`config.mk`:
```
export PLATFORM = sky130hd
export DESIGN_NAME = irq_encoder8x3
export DESIGN_NICKNAME = d
export VERILOG_FILES = /design/src/rtl/irq_encoder8x3.sv
export SDC_FILE = /design/constraint.sdc
export NUM_CORES = 1
export LEC_CHECK = 0
export CAP_MARGIN = 40
export CORE_ASPECT_RATIO = 0.9
export CORE_MARGIN = 2
export CORE_UTILIZATION = 60
export CTS_CLUSTER_DIAMETER = 120
export DETAILED_ROUTE_END_ITERATION = 10
export DONT_BUFFER_PORTS = 1
export HOLD_SLACK_MARGIN = 0.05
export PLACE_DENSITY = 0.76
export SLEW_MARGIN = 20
export SYNTH_ARGS = -nofsm -noshare
export SYNTH_HDL_FRONTEND = slang
export SYNTH_SLANG_ARGS = --single-unit
```
`constraint.sdc`:
```
create_clock -name clk -period 3.1 [get_ports clk]
set_input_delay 0.31 -clock clk [delete_from_list [all_inputs] [get_ports clk]]
set_output_delay 0.31 -clock clk [all_outputs]
set_load 0.02 [all_outputs]
```
`src/rtl/irq_encoder8x3.sv`:
```
`default_nettype none
// ============================================================================
// irq_encoder8x3 : edge-captured 8-to-3 request encoder with valid/ack handshake
// Optional macro IRQ_ENC_OVF_EN adds sticky lost-event flags (ovf/ovf_clr).
// Revision 1.0
// ============================================================================
module irq_encoder8x3 #(
  parameter int PRIO_HIGH_FIRST = 1,
  parameter int GAP_CYCLES      = 1
) (
  input  logic       clk,
  input  logic       rst_n,
  input  logic [7:0] req,
  input  logic [7:0] mask,
  input  logic       ack,
`ifdef IRQ_ENC_OVF_EN
  input  logic       ovf_clr,
  output logic [7:0] ovf,
`else
`endif
  output logic [2:0] code,
  output logic       valid,
  output logic [7:0] pending,
  output logic       empty
);

  typedef enum logic [1:0] {
    IDLE    = 2'd0,
    PRESENT = 2'd1,
    GAP     = 2'd2
  } state_t;

  localparam logic [1:0] GAP_LOAD = 2'(GAP_CYCLES - 1);

  state_t     state_q, state_d;
  logic [7:0] req_d_q;
  logic [7:0] pending_q, pending_d;
  logic [2:0] code_q, code_d;
  logic       valid_q, valid_d;
  logic [1:0] gap_q, gap_d;
  logic [7:0] rise, clr_vec, elig;

  function automatic logic [2:0] prio_index(input logic [7:0] v);
    logic [2:0] idx;
    idx = 3'd0;
    // Scan toward the winning end so the last hit is the highest priority.
    if (PRIO_HIGH_FIRST != 0) begin
      for (int i = 0; i < 8; i++) if (v[i]) idx = 3'(i);
    end else begin
      for (int i = 7; i >= 0; i--) if (v[i]) idx = 3'(i);
    end
    return idx;
  endfunction

  always_comb begin
    rise    = req & ~req_d_q;
    clr_vec = 8'h00;
    if (state_q == PRESENT && ack) clr_vec = 8'h01 << code_q;
    pending_d = (pending_q & ~clr_vec) | rise;
    elig      = pending_q & ~mask;

    state_d = state_q;
    code_d  = code_q;
    valid_d = valid_q;
    gap_d   = gap_q;
    case (state_q)
      IDLE: begin
        if (elig != 8'h00) begin
          code_d  = prio_index(elig);
          valid_d = 1'b1;
          state_d = PRESENT;
        end
      end
      PRESENT: begin
        if (ack) begin
          valid_d = 1'b0;
          gap_d   = GAP_LOAD;
          state_d = GAP;
        end
      end
      GAP: begin
        if (gap_q == 2'd0) state_d = IDLE;
        else               gap_d   = gap_q - 2'd1;
      end
      default: begin
        valid_d = 1'b0;
        state_d = IDLE;
      end
    endcase
  end

`ifdef IRQ_ENC_OVF_EN
  logic [7:0] ovf_q, ovf_d;

  // A rise on a bit that stays pending this cycle is a lost event.
  always_comb begin
    ovf_d = (ovf_clr ? 8'h00 : ovf_q) | (rise & pending_q & ~clr_vec);
  end

  always_ff @(posedge clk or negedge rst_n) begin
    if (!rst_n) ovf_q <= 8'h00;
    else        ovf_q <= ovf_d;
  end

  assign ovf = ovf_q;
`else
`endif

  always_ff @(posedge clk or negedge rst_n) begin
    if (!rst_n) begin
      state_q   <= IDLE;
      req_d_q   <= 8'h00;
      pending_q <= 8'h00;
      code_q    <= 3'd0;
      valid_q   <= 1'b0;
      gap_q     <= 2'd0;
    end else begin
      state_q   <= state_d;
      req_d_q   <= req;
      pending_q <= pending_d;
      code_q    <= code_d;
      valid_q   <= valid_d;
      gap_q     <= gap_d;
    end
  end

  assign code    = code_q;
  assign valid   = valid_q;
  assign pending = pending_q;
  assign empty   = (pending_q == 8'h00);

endmodule
`default_nettype wire

```
# After elaboration in Yosys (flattened, before gate mapping)

Cells that the tools add are included.

Bits in registers: 24
Input port bits: 19
Output and inout bits: 13
Logic and storage cells: 50

Add/sub/neg operators: 1
Equality and inequality tests: 6
Shift operators: 1
Muxes and demuxes: 18
Bitwise logic cells: 8
Reduce and logical (&&, ||, !) cells: 10

Operators with widths:

| kind                | number |
|---|---|
| $and 8x8->8         | 3 |
| $not 8->8           | 3 |
| $mux 3              | 6 |
| $mux 2              | 5 |
| $reduce_and 3->1    | 3 |
| $logic_not 8->1     | 1 |
| $mux 8              | 1 |
| $ne 2x2->1 const B  | 4 |
| $or 8x8->8          | 1 |
| $reduce_bool 8->1   | 1 |
| $shl 1x3->8 const A | 1 |
| $pmux 2 s3          | 1 |
| $logic_not 2->1     | 2 |
| $pmux 2 s2          | 1 |
| $mux 1              | 3 |
| $pmux 1 s3          | 1 |
| $eq 2x1->1 const B  | 1 |
| $eq 2x2->1 const B  | 1 |
| $reduce_and 2->1    | 1 |
| $reduce_bool 2->1   | 1 |
| $sub 2x1->2 const B | 1 |
| $logic_and 1x1->1   | 1 |
| $not 1->1           | 1 |

# Longest topological paths before layout

Depth after elaboration: 9
Gate-level depth with buffers: 5
Mapped depth without buffers: 5

# Worst setup path before layout

OpenSTA, ideal clock, no wires.

Path kind: register to output
Start: reg pending_q[6], in the netlist pending[6]
End: out empty
Arrival time: 1.305 ns
Required time: 2.790 ns
Setup slack: 1.485 ns
Cell stages (with the launch flop): 3
Path buffers: 0
Cell sequence: dfrtp_1 -> or4_1 -> nor2_1

Cells in the longest elaborated chain, start to end: 1

Ends and longest elaborated chain:

| item                   | line | source |
|---|---|---|
| start, declared        | 37   | `logic [7:0] pending_q, pending_d;` |
| start signal, assigned | 120  | `pending_q <= pending_d;` |
| $logic_not 8->1        | 130  | `assign empty = (pending_q == 8'h00);` |
| end, declared          | 24   | `output logic empty` |

No other way between the ends.

# Worst setup path in the final report

Same ends and word-level chain as after synthesis.

==> metrics.csv <==
metric,value,unit
hpwlAfterDp,1560,um
clk_pin_slew,0.12,ns
power_density,720,nW/um^2
crit_type,reg -> out,
clock-sinks,24,
ys_warn_count,0,
drt_iter0_markers,14,
tightest_slew,0.512,ns
grt_pass1_wl,3570,um
die_h,44.4,um
first_pass_iters,4,
area_delta_synth_final,16.4,%
hold_class,in -> reg,
synth_seq_cells,24,
antenna_found_initial,0,
ys_types,28,
timing.hold.ws,0.117,ns
critical_path.max_fanout,4,
drcViolationCount,0,
yosysSeqAreaShare,0.553,
fp.dieW,48.8,um
via_per_inst,5.62,
skew,0.00230,ns
fin_tns_setup,0,ns
grt_pass1_vias,749,
cts_hold_buf,9,
htree_num_levels,1,
cts.repair.resized,0,
synthesis.nets,119,
cts-root-buf,clkbuf_4,
rsz0062_at_grt,false,
final_layout_size_suffix_gt1_frac,0.124,
synth_edf_count,0,
setup_viol,0,
cp_slowest_cell,or4_1,
postRouteAntennaNets,0,
regArea,601,sq um
cts_buffers,3,
wl_per_cell,16.0,um
synthArstFlopShare,1.00,
slowest_delay,0.56,ns
io_buffers,0,
nets,134,
synthesis.area,1090,sq um
yosysTopAreaCellShare,0.553,
mostFrequentLayoutCells,"24 x dfrtp_1, 15 x inv_1, 15 x o21ai_0, 9 x dlygate4sd3_1",
diodes,0,
coreArea,1680,sq um
dieArea,2170,sq um
nFillCells,119,
final_common_cell,dfrtp_1,
initial_utilization,0.646,
p_leak,0.563,nW
max_slew_margin,0.658,
min_period_over_period,0.648,
syn_inst,99,
cp_cell_sequence,"or4_1, nor2_1",
post-cts-setup-buffers,0,
clk_latency,0.31,ns
gr-usage-all-layers,0.232,
synth_ff_type,dfrtp_1,
finalMaxSlewViolations,0,
drv_cap,0,
grt_overflow,0,
layout_min_cycle_time,2.01,ns
cp.required,2.79,ns
place.gp.congestion,0.790,
cts_tree,done,
wirelength,2190,um
synth.area.top_cells,"dfrtp_1 55%, o21ai_0 6.9%, inv_1 5.2%",
multi_input_area,429,sq um
row_count,14,
crit_arrival,1.70,ns
status,"complete, no violations",
ir_worst_vdd,0.483,mV
cts_buffer_depth,2,
end_kind,primary output,
io_pins,32,
grt_max_degree,25,
worst_setup_path_start_kind,register,
vias,770,
synth_top_cell_by_area,dfrtp_1,
timing.fmax,498,MHz
avgSynthCellArea,11.0,sq um
finalHoldViolCount,0,
[cells in the mapped netlist, types with 2 or more instances]
cell / n
nand2b_1: 3
o31ai_1: 2
a21oi_1: 2
nand2_1: 6
nand2b_4: 4
o21ai_0: 15
inv_1: 15
nor2b_1: 2
or4_1: 2
a211oi_1: 2
nor2_1: 6
dfrtp_1: 24
[kinds of logic after synthesis]
kind of cell    count (synthesis)  share of synthesized area
compound gates                 30                      0.187
simple gates                   27                      0.174
flops                          24                      0.553
buf+inv                        15                     0.0518
mux                             2                     0.0230
fa+ha+maj                       1                     0.0115
[stage by stage]
stage	instances	util	area [sq um]	total power, mW	setup slack (ns)
global route	137	0.751	1260	0.966	0.995
finish	137	0.751	1260	0.910	1.09
CTS	136	0.749	1260	0.915	1.07
global placement	123	0.664	1120	0.672	1.45
detailed placement	123	0.664	1120	0.678	1.45
floorplan	99	-	1090	0.629	1.49
[routing by layer]
layer	wire, um	vias up	track usage
met4	41	0	0.103
met2	1130	30	0.411
met5	0	-	0
met3	144	6	0.0709
li1	-	367	-
met1	873	367	0.265
[worst max-delay path: cells and delay by family (launching register included)]
kind,cells,cell delay [ns]
flip-flops,1,0.52
AND/OR/NAND/NOR,2,0.87
[sequential cells by signal (all words and copies together), names as in the netlist]
signal / cells
pending: 8
state_q: 2
valid: 1
code: 3
gap_q: 2
req_d_q: 8
[area by class of cell]
| cell class | instances | share of cell area |
|---|---|---|
| inverter | 15 | 0.0446 |
| sequential | 24 | 0.475 |
| timing repair buffer | 10 | 0.0752 |
| clock buffer | 3 | 0.0178 |
| tap | 24 | 0.0238 |
| clock inverter | 1 | 0.0238 |
| multi-input combinational | 60 | 0.340 |
[worst paths after layout]
kind / from / end / slack [ns] / depth (start not counted)
min reg2reg: req_d_q[2] / pending[2] / 0.42 / 1
max in group asynchronous: rst_n / state_q[0] / 2.25 / 2
max reg2reg: pending[5] / code[0] / 1.47 / 4
min: req[3] / pending[3] / 0.12 / 2
min in group asynchronous: rst_n / pending[2] / 0.51 / 2
max: pending[6] / empty / 1.09 / 2
[power by group]
| part | switching (mW) | total (mW) | leakage (nW) | internal, mW |
|---|---|---|---|---|
| logic | 0.0976 | 0.181 | 0.272 | 0.0839 |
| registers | 0.141 | 0.510 | 0.263 | 0.369 |
| clock network | 0.0877 | 0.219 | 0.0279 | 0.131 |
No activity file was read; power rests on OpenSTA's default activity.
==> RTL edit 1, RTL diff (same settings) <==
The option `IRQ_ENC_OVF_EN` is turned on by a define.
--- a/src/rtl/irq_encoder8x3.sv
+++ b/src/rtl/irq_encoder8x3.sv
@@ -6,2 +6,4 @@
 // ============================================================================
+`define IRQ_ENC_OVF_EN
+
 module irq_encoder8x3 #(
Ports: changed (added ovf and ovf_clr); port bits go from 32 to 41. The function was not compared with the original's and may differ.
==> RTL edit 1 against the original RTL <==
  * Wire length increased by 27%
  * Non-clock buffer count unchanged
  * Maximum frequency decreased by 7.2%
  * Cell area increased by 22%
  * Power increased by 31%
  * Sequential cell count increased by 8
  * Synthesized area increased by 24%
  * Setup slack got worse by 0.16 ns
==> RTL edit 1: results (changes against the original RTL) <==
number of distinct library cells after synthesis 30 (+7.1%); dpl hpwl 2010 um (+29%); Worst Hold Launch ovf_clr; vias in the first global route 1035 (+38%); Vias 972 (+26%); P_leak 0.661 nW (+17%); layout cells sized above 1 0.137 (+0.0128); sequential share of the synthesized area 0.593 (+0.0401); synth cell count leaders dfrtp_1 (32), nand2_1 (17), inv_1 (10), nand2b_1 (10), o21ai_0 (9); worst slew pin tran 0.405 ns (-0.107 ns); nets 160 (+19%); initial DRC count 19 (+5); fill count 155 (+30%); routed len/inst 16.8 um (+5.2%); pre-CTS setup slack 1.21 ns (-0.240 ns); largest net degree at the start of global routing 33 (+32%); first-pass GRT wire length 4570 um (+28%); Placed Cells 149 (+21%); cts hold-fix bufs 10 (+1); GRT Util Overall 0.242 (+0.0102); critical path arrival 1.85 ns (+0.15 ns); top cells by area, synth dfrtp_1 (59%), nand2_1 (4.7%), nand2b_1 (4.6%); Worst IR Drop VDD 0.000611 V (+27%); clock slew at reported path FFs 0.10 ns (-0.02 ns); outcome completed
## RTL edit 1: per-stage QoR
step | instance area [um2] | utilization | hold WS [ns]
final | 1540 | 0.711 | 0.0782
after global routing | 1540 | 0.711 | 0.0627
after CTS | 1540 | 0.711 | 0.0621
after detailed placement | 1380 | 0.638 | 0.0150
after global placement | 1380 | 0.638 | 0.0153
after floorplan | 1350 | - | 0.0144
## RTL edit 1: cell families (layout without fill, tap and decap cells)
logic type	Yosys count	after routing	share of synthesized area
and+or+nand+nor	51	51	0.222
DFF	32	32	0.593
buffers and inverters	11	27	0.0306
muxes	2	2	0.0222
AOI/OAI and AO/OA	26	26	0.122
adders and majority gates	1	1	0.00927
## RTL edit 1: metal layers
metal	wire, um	up-vias	global-route usage
li1	-	457	-
met1	1210	484	0.306
met2	1380	29	0.380
met3	172	2	0.0859
met4	29	0	0.0833
met5	0	-	0
## RTL edit 1: critical path, cell delays in order, from the launching register on
cell	delay (ns)
dfrtp_1	0.50
or4_2	0.69
nor2_1	0.34
## RTL edit 1: layout make-up
cell class                      instances  area share
Sequential cell                        32       0.521
Multi-Input combinational cell         80       0.331
Timing Repair Buffer                   10      0.0717
Clock buffer                            6      0.0269
Inverter                               10      0.0244
Tap cell                               27      0.0220
Clock inverter                          1     0.00326
## RTL edit 1: report_power, final
| group | internal (mW) | switching (mW) |
|---|---|---|
| registers | 0.505 | 0.199 |
| logic | 0.132 | 0.137 |
| clock network | 0.0835 | 0.136 |
## RTL edit 1: worst paths after layout
check	slack, ns	depth (start not counted)	endpoint
worst max-delay path	0.94	2	empty
worst min-delay path	0.08	1	ovf[1]
worst max register to register	1.19	4	code[0]
worst min register to register	0.51	2	pending[6]
max in group asynchronous	2.52	2	ovf[5]
min in group asynchronous	0.42	2	code[1]
==> RTL edit 2, RTL diff (same settings) <==
Made on the original files. Encoding of `state_t`: now one-hot (3 bits for 3 states).
--- a/src/rtl/irq_encoder8x3.sv
+++ b/src/rtl/irq_encoder8x3.sv
@@ -26,6 +26,6 @@
 
-  typedef enum logic [1:0] {
-    IDLE    = 2'd0,
-    PRESENT = 2'd1,
-    GAP     = 2'd2
+  typedef enum logic [2:0] {
+    IDLE    = 3'b001,
+    PRESENT = 3'b010,
+    GAP     = 3'b100
   } state_t;
Check against the original RTL: same outputs for any inputs over 10 cycles, from zero or initial values and one cycle with rst_n low; not proved beyond that.
==> RTL edit 2 against the original RTL <==
  * Wire length rose by 2.2%
  * Global-route usage rose by 0.42 points
  * Clock skew rose by 0.0083 ns
  * Sequential cell count rose by 1
  * Cell area rose by 1.4%
  * Power rose by 1.2%
  * Synthesized area rose by 4.0%
  * Setup slack got worse by 0.15 ns
  * First-iteration DRC count fell by 36%
==> RTL edit 2: results (changes against the original RTL) <==
slowest CP cell or4_2; Worst-Skew Late Latency 0.33 ns (+0.02 ns); WL met1 1010 um (+15%); first-pass GRT wire length 3700 um (+3.7%); Antenna Cells 0 (unchanged); GRT Util Overall 0.236 (+0.00423); Pwr Density 719 nW/um2 (-0.18%); Hold/Removal Path Class in -> reg; root cell of the clock tree clkbuf_4; initial DRC count 9 (-5); metal3 WL 96 um (-33%); routability cong. 0.834 (+5.6%); CP Max Fanout 5 (+1); critical path arrival 1.85 ns (+0.15 ns); Pre-antenna DRT Iters 4 (unchanged); synth cell count leaders dfrtp_1 (24), o21ai_0 (18), inv_1 (10); pre-CTS setup slack 1.26 ns (-0.184 ns); YS warnings 0 (unchanged); clock slew at reported path FFs 0.14 ns (+0.02 ns); dpl hpwl 1590 um (+2.3%); Worst R2R Setup Slack 1.23 ns (-0.24 ns); Worst IR Drop VDD 0.000479 V (-0.82%); largest stage delay on the critical path 0.67 ns (+0.11 ns); vias in the first global route 820 (+9.5%); P_leak 0.540 nW (-4.0%); top cells by area, synth dfrtp_1 (53%), o21ai_0 (8.0%), nand2b_1 (4.4%); largest net degree at the start of global routing 26 (+4.0%); Num CTS Buffers 3 (unchanged); layout cells sized above 1 0.136 (+0.0117); crit share post-route 0.696 (+0.0480); WHS 0.101 ns (-0.0158 ns); outcome completed; Net Count, Synth 125 (+5.0%); nets 139 (+3.7%); slew margin rel. 0.633 (-0.0249); sequential share of the synthesized area 0.555 (+0.00182); number of distinct library cells after synthesis 31 (+11%); post-CTS sizing 0 (unchanged); WL met2 1080 um (-3.7%); vias per cell 5.60 (-0.39%); Final Skew 0.0106 ns (+0.00834 ns); final hold vios 0 (unchanged); routed len/inst 15.7 um (-1.4%); Clock Tree Buf Depth 2 (unchanged)
[RTL edit 2: cell types whose count changed in the layout (fill, tap and decap cells not counted), sizes merged, moves of 2 or more]
cell    delta
nor2b      +5
o21ai      +3
mux2       +3
nand3b     +2
inv        -5
[RTL edit 2: kinds of logic after synthesis]
family / count (synthesis) / share of synthesized area
flops: 25 / 0.555
buf+inv: 11 / 0.0365
fa+ha+maj: 1 / 0.0111
simple gates: 36 / 0.197
compound gates: 28 / 0.154
mux: 4 / 0.0465
[RTL edit 2: where the power goes]
| part | internal, mW | switching, mW |
|---|---|---|
| clock network | 0.0496 | 0.0998 |
| logic | 0.128 | 0.109 |
| registers | 0.397 | 0.137 |
[RTL edit 2: per-stage QoR]
step	instance area [um2]	util	std cells	power [mW]
global route	1280	0.746	142	0.984
finish	1280	0.746	142	0.921
CTS	1280	0.743	141	0.922
floorplan	1130	-	105	0.706
global placement	1160	0.673	128	0.752
detailed placement	1160	0.673	128	0.763
[RTL edit 2: worst paths after layout]
kind | startpoint | end | depth (start not counted)
worst max-delay path | pending[2] | empty | 2
worst min-delay path | req[7] | pending[7] | 2
worst max register to register | pending[3] | code[0] | 4
worst min register to register | req_d_q[4] | pending[4] | 1
max in group asynchronous | rst_n | state_q[0] | 2
min in group asynchronous | rst_n | pending[3] | 2
[RTL edit 2: layer usage]
layer / track usage / up-vias
met3: 0.0728 / 5
met4: 0.133 / 0
li1: - / 389
met2: 0.416 / 18
met1: 0.258 / 383
met5: 0 / -
[RTL edit 2: layout make-up]
type                       count  area (um2)
timing repair buffer          10        95.1
clock buffer                   3        22.5
fill                         122         435
multi-input combinational     69         462
sequential                    25         627
tap                           24        30.0
clock inverter                 1        7.51
inverter                      10        37.5
[RTL edit 2: worst register-to-register path: cells and delay by family, from the launching register on]
kind	cells	cell delay (ns)
muxes	1	0.32
DFF	1	0.50
and+or+nand+nor	2	0.74
AOI/OAI and AO/OA	1	0.21
